==> src/rtl/led_sequencer.sv <==
// Programmable LED pattern sequencer driving the mask/brightness inputs of the 8-LED PWM driver.
// Optional `LED_SEQ_FADE_EN: out_level ramps 1 LSB per tick toward each step target.
module led_sequencer #(
    parameter int unsigned CLK_FREQ = 25_000_000,
    parameter int unsigned TICK_HZ  = 1000,
    parameter int unsigned STEPS    = 8,
    localparam int unsigned AW      = $clog2(STEPS)
) (
    input  logic          clk,
    input  logic          rst,
    input  logic          cfg_valid,
    output logic          cfg_ready,
    input  logic [AW-1:0] cfg_addr,
    input  logic [7:0]    cfg_mask,
    input  logic [7:0]    cfg_level,
    input  logic [15:0]   cfg_dur,
    input  logic          cfg_last,
    input  logic          start,
    input  logic          stop,
    input  logic          loop_en,
    output logic          busy,
    output logic [AW-1:0] step_idx,
    output logic [7:0]    out_mask,
    output logic [7:0]    out_level,
    output logic          out_update
);

    localparam int unsigned TICK_DIV = CLK_FREQ / TICK_HZ;
    localparam int unsigned PW       = (TICK_DIV > 1) ? $clog2(TICK_DIV) : 1;

    typedef enum logic [1:0] {
        StIdle = 2'd0,
        StLoad = 2'd1,
        StRun  = 2'd2
    } state_e;

    // Program RAM, flop-based so it can be cleared by reset.
    logic [7:0]  mem_mask  [STEPS];
    logic [7:0]  mem_level [STEPS];
    logic [15:0] mem_dur   [STEPS];
    logic        mem_last  [STEPS];

    state_e        state_q, state_d;
    logic [AW-1:0] idx_q, idx_d;
    logic [AW-1:0] step_idx_q, step_idx_d;
    logic [7:0]    mask_q, mask_d;
    logic [7:0]    level_q, level_d;
    logic          update_q, update_d;
    logic [PW-1:0] presc_q, presc_d;
    logic [15:0]   dur_cnt_q, dur_cnt_d;
    logic          last_q, last_d;
`ifdef LED_SEQ_FADE_EN
    logic [7:0]    target_q, target_d;
`endif

    logic wr_en;
    logic tick;
    logic final_step;

    assign cfg_ready  = (state_q == StIdle);
    assign busy       = (state_q != StIdle);
    assign wr_en      = cfg_valid && cfg_ready;
    assign tick       = (presc_q == PW'(TICK_DIV - 1));
    assign final_step = last_q || (idx_q == AW'(STEPS - 1));

    assign step_idx   = step_idx_q;
    assign out_mask   = mask_q;
    assign out_level  = level_q;
    assign out_update = update_q;

    always_ff @(posedge clk or posedge rst) begin
        if (rst) begin
            for (int i = 0; i < int'(STEPS); i++) begin
                mem_mask[i]  <= '0;
                mem_level[i] <= '0;
                mem_dur[i]   <= '0;
                mem_last[i]  <= 1'b0;
            end
        end else if (wr_en) begin
            mem_mask[cfg_addr]  <= cfg_mask;
            mem_level[cfg_addr] <= cfg_level;
            mem_dur[cfg_addr]   <= cfg_dur;
            mem_last[cfg_addr]  <= cfg_last;
        end
    end

    always_ff @(posedge clk or posedge rst) begin
        if (rst) begin
            state_q    <= StIdle;
            idx_q      <= '0;
            step_idx_q <= '0;
            mask_q     <= '0;
            level_q    <= '0;
            update_q   <= 1'b0;
            presc_q    <= '0;
            dur_cnt_q  <= '0;
            last_q     <= 1'b0;
`ifdef LED_SEQ_FADE_EN
            target_q   <= '0;
`endif
        end else begin
            state_q    <= state_d;
            idx_q      <= idx_d;
            step_idx_q <= step_idx_d;
            mask_q     <= mask_d;
            level_q    <= level_d;
            update_q   <= update_d;
            presc_q    <= presc_d;
            dur_cnt_q  <= dur_cnt_d;
            last_q     <= last_d;
`ifdef LED_SEQ_FADE_EN
            target_q   <= target_d;
`endif
        end
    end

    always_comb begin
        state_d    = state_q;
        idx_d      = idx_q;
        step_idx_d = step_idx_q;
        mask_d     = mask_q;
        level_d    = level_q;
        update_d   = 1'b0;
        presc_d    = presc_q;
        dur_cnt_d  = dur_cnt_q;
        last_d     = last_q;
`ifdef LED_SEQ_FADE_EN
        target_d   = target_q;
`endif

        if (stop) begin
            // Abort beats start and a coincident step end.
            state_d    = StIdle;
            idx_d      = '0;
            step_idx_d = '0;
            mask_d     = '0;
            level_d    = '0;
            presc_d    = '0;
            dur_cnt_d  = '0;
            last_d     = 1'b0;
`ifdef LED_SEQ_FADE_EN
            target_d   = '0;
`endif
        end else begin
            unique case (state_q)
                StIdle: begin
                    if (start) begin
                        state_d = StLoad;
                        idx_d   = '0;
                    end
                end
                StLoad: begin
                    mask_d     = mem_mask[idx_q];
                    step_idx_d = idx_q;
                    dur_cnt_d  = (mem_dur[idx_q] == 16'd0) ? 16'd1 : mem_dur[idx_q];
                    last_d     = mem_last[idx_q];
                    presc_d    = '0;
                    update_d   = 1'b1;
                    state_d    = StRun;
`ifdef LED_SEQ_FADE_EN
                    target_d   = mem_level[idx_q];
`else
                    level_d    = mem_level[idx_q];
`endif
                end
                StRun: begin
                    if (tick) begin
                        presc_d   = '0;
                        dur_cnt_d = dur_cnt_q - 16'd1;
`ifdef LED_SEQ_FADE_EN
                        if (level_q < target_q) begin
                            level_d = level_q + 8'd1;
                        end else if (level_q > target_q) begin
                            level_d = level_q - 8'd1;
                        end
`endif
                        if (dur_cnt_q <= 16'd1) begin
                            if (!final_step) begin
                                idx_d   = idx_q + AW'(1);
                                state_d = StLoad;
                            end else if (loop_en) begin
                                idx_d   = '0;
                                state_d = StLoad;
                            end else begin
                                state_d = StIdle;
                            end
                        end
                    end else begin
                        presc_d = presc_q + PW'(1);
                    end
                end
                default: begin
                    state_d = StIdle;
                end
            endcase
        end
    end

endmodule

==> config.mk <==
export PLATFORM = sky130hd
export DESIGN_NAME = led_sequencer
export DESIGN_NICKNAME = d
export VERILOG_FILES = /design/src/rtl/led_sequencer.sv
export SDC_FILE = /design/constraint.sdc
export NUM_CORES = 1
export LEC_CHECK = 0
export ABC_AREA = 1
export CORE_MARGIN = 5
export CORE_UTILIZATION = 66
export CTS_BUF_LIST = sky130_fd_sc_hd__clkbuf_4 sky130_fd_sc_hd__clkbuf_8
export CTS_CLUSTER_SIZE = 8
export DETAILED_ROUTE_END_ITERATION = 7
export PLACE_DENSITY = 0.86
export SLEW_MARGIN = 15
export SYNTH_ARGS = -nofsm -noshare
export SYNTH_HDL_FRONTEND = slang
export SYNTH_SLANG_ARGS = --single-unit
==> constraint.sdc <==
create_clock -name clk -period 19.91 [get_ports clk]
set_clock_uncertainty 0.2 [all_clocks]
set_input_delay 1.991 -clock clk [delete_from_list [all_inputs] [get_ports clk]]
set_output_delay 1.991 -clock clk [all_outputs]
set_load 0.05 [all_outputs]
==> out/qor.txt <==
Crit path DAT: 2.09 ns
Worst hold slack: 0.2807 ns
Site Rows: 55
Switch share: 0.3630
Worst hold path class: flip-flop to flip-flop
Clock transition at path regs: 0.06 ns
TritonCTS Buffers: 51
Actual slew at the worst max-slew pin: 1.133 ns
Internal Pwr Total: 1.519 mW
Slowest stage cell, crit path: clkdlybuf4s50_1
Final hold vios: 0
Final Cell Area: 16750 um2
Die Y: 161.8 um
Syn nets: 1966
Longest Clk Path Bufs: 3
Synth Warn #: 0
Most frequent cells in the layout: nand2_1, o21ai_0, dfrtp_1, inv_1, nor2_1
FF-to-FF Start: idx_q[0]$_DFFE_PP0P_
Final number of setup-violating endpoints: 0
Critical path fanouts, max: 4
DRC errors left: 0
Power share of the clock group: 0.237
Die area: 26170 um2
DP Area: 15710 um2
Kind of critical path: flip-flop to output pin
Worst setup SP type: flip-flop
FF-to-FF setup slack: 16.39 ns
CP max stage delay: 0.81 ns
Peak VDD IR: 0.07527 mV
Final Non-Filler Cells: 2257
Worst Hold Path EP: mem_level[29]$_DFFE_PP0P_
Clk Latency, worst-skew pair: 0.58 ns
Sequential fraction of design power: 0.459
Part of the power in combinational logic: 0.304
Initial DRC count: 1442
Vias: 13050
Max-cap violations: 0
Sequential fraction of the synthesis area: 0.5283
Psw: 865.4 uW
Worst R2R Path Depth: 15
I/O Pins: 64
Largest net degree at the start of global routing: 138
Max_slew headroom: 0.2444
CTS Hold Bufs: 0
Buffers plus inverters on the worst setup path: 2
Hold Crit Start: mem_level[29]$_DFFE_PP0P_
Initial antenna violation count: 0
Root Buffer: clkbuf_8
Post_cts resized: 0
# clock sinks: 321
Final core occ: 0.7397
Max Fclk: 233.5 MHz
Areal power density over the cells: 142.4 nW/um2
Syn Inst Count: 1919
Yosys cell types: 40
Final Critical Period: 4.283 ns
WP data required: 17.72 ns
WL final: 36.92 mm
Final Power: 2.384 mW
Hold depth: 2
H-tree depth: 2
Die Wd: 161.8 um
Setup Total Neg Slack: 0 ns
Nets: 1986
Critical Path End Type: output pin
Dpl cells: 2171
Mean post-synth cell area: 7.923 um2
Leak pwr: 8.211 nW
Antenna viol nets, final: 0
Share of post-route cells with drive strength above 1: 0.06643
Vias/cell: 5.782
CTS tree: done
Outcome: complete, no violations
CP delay by family, top: buffers and inverters
Setup WS pre-CTS: 15.56 ns
Period Utilization, post-route: 0.2151
Antenna diode count: 0
RSZ-0062 raised after global routing: no
Gr usage total: 0.2849
Slew Viols, Final: 0
Core ar.: 22640 um2
Initial Utilization: 0.6716
PortBufs: 63
GPL Wtd Cong: 0.8248
First-pass iteration count of the detailed router: 6
Total grt overflow: 0
Yosys reg bits: 321
Post-CTS Setup Bufs: 0
Post-DP HPWL: 20.49 mm
Vias in the first global route: 12430
Worst setup path start: state_q[0]$_DFFE_PP0P_
Most common cell after layout, fill and taps aside: nand2_1
Synthesis-to-finish area growth: 10.15%
WL/cell: 16.36 um
Worst r2r dst: dur_cnt_q[0]$_DFFE_PP0P_
CP Cell Sequence: nor2_4, inv_2, clkdlybuf4s50_1
First-pass GRT wire length: 61.51 mm
Synthesized cell area: 15200 um2
Post-route setup slack: 15.63 ns
## synth_stat cells (all sizes together)
cell type / count / area share
a211oi: 1 / 0.00049
a21oi: 49 / 0.016
buf: 73 / 0.030
clkbuf: 38 / 0.0095
clkinv: 1 / 0.00025
dfrtp: 321 / 0.53
ha: 5 / 0.0041
inv: 178 / 0.044
nand2: 602 / 0.15
nand3: 81 / 0.027
nand4: 9 / 0.0037
nor2: 143 / 0.040
nor3: 15 / 0.0077
nor4: 1 / 0.00041
o211a: 1 / 0.00066
o211ai: 9 / 0.0044
o21a: 1 / 0.00049
o21ai: 365 / 0.12
o22ai: 18 / 0.0074
o311ai: 1 / 0.00058
o31ai: 2 / 0.0019
or2: 1 / 0.00041
xnor2: 2 / 0.0012
xor2: 2 / 0.0012
## state kept, by name (all words and copies together) (netlist names)
register,count
last_q,1
presc_q,15
state_q,2
out_level,8
step_idx,3
out_mask,8
dur_cnt_q,16
out_update,1
mem_mask,64
mem_dur,128
mem_last,8
idx_q,3
mem_level,64
## cell type report
| type | count | area (um2) |
|---|---|---|
| clock buffers | 82 | 1010 |
| well taps | 285 | 356.6 |
| clock inverters | 4 | 26.28 |
| flip-flops and latches | 321 | 8038 |
| inverters | 179 | 681.9 |
| fillers | 1648 | 5893 |
| repair buffers | 78 | 743.2 |
| multi-input cells | 1308 | 5892 |
## worst max path at each step
| stage | slack (ns) | to | depth (start not counted) |
|---|---|---|---|
| 4_1_cts | 15.58 | busy | 3 |
| 3_3_place_gp | 15.57 | mem_dur[3]$_DFFE_PP0P_ | 3 |
| 3_5_place_dp | 15.56 | mem_dur[19]$_DFFE_PP0P_ | 3 |
| 5_1_grt | 15.55 | busy | 3 |
| 2_1_floorplan | 8.83 | dur_cnt_q[0]$_DFFE_PP0P_ | 1 |
| 6_report | 15.63 | busy | 3 |
## layer usage
metal,track usage,share of wire,up-vias
met2,0.4629,0.47,594
li1,-,-,6188
met1,0.3950,0.42,6188
met3,0.05049,0.084,80
met5,0,0,-
met4,0.09304,0.025,0
## kinds of logic (layout without fill, tap and decap cells)
logic type      after synthesis  after routing  share of synthesized area
compound gates              447            447                     0.1525
flops                       321            321                     0.5283
xor+xnor                      4              4                   0.002305
simple gates                852            852                     0.2286
buf+inv                     290            343                    0.08418
fa+ha+maj                     5              5                   0.004115
## worst register-to-register path, stage by stage (launching register included)
cell     delay, ns
dfrtp_4       0.72
inv_2         0.69
buf_4         0.77
nand2_1       0.15
nand2_1       0.09
nand2_1       0.05
nand2_1       0.10
nand2_1       0.05
nand2_1       0.17
nor2_1        0.06
nand2_1       0.10
nor2_1        0.05
nand2_1       0.06
nand2_1       0.05
nand2_1       0.05
nand2_1       0.04
## power by group through the flow
stage               Clock [mW]  Sequential (mW)  Combinational [mW]
floorplan                    0             1.08               0.549
global placement             0             1.08               0.679
detailed placement           0             1.10               0.714
CTS                      0.573             1.09               0.724
global route             0.607             1.13               0.835
finish                   0.565             1.10               0.724
Note: power is estimated with default switching activity, not from simulation.
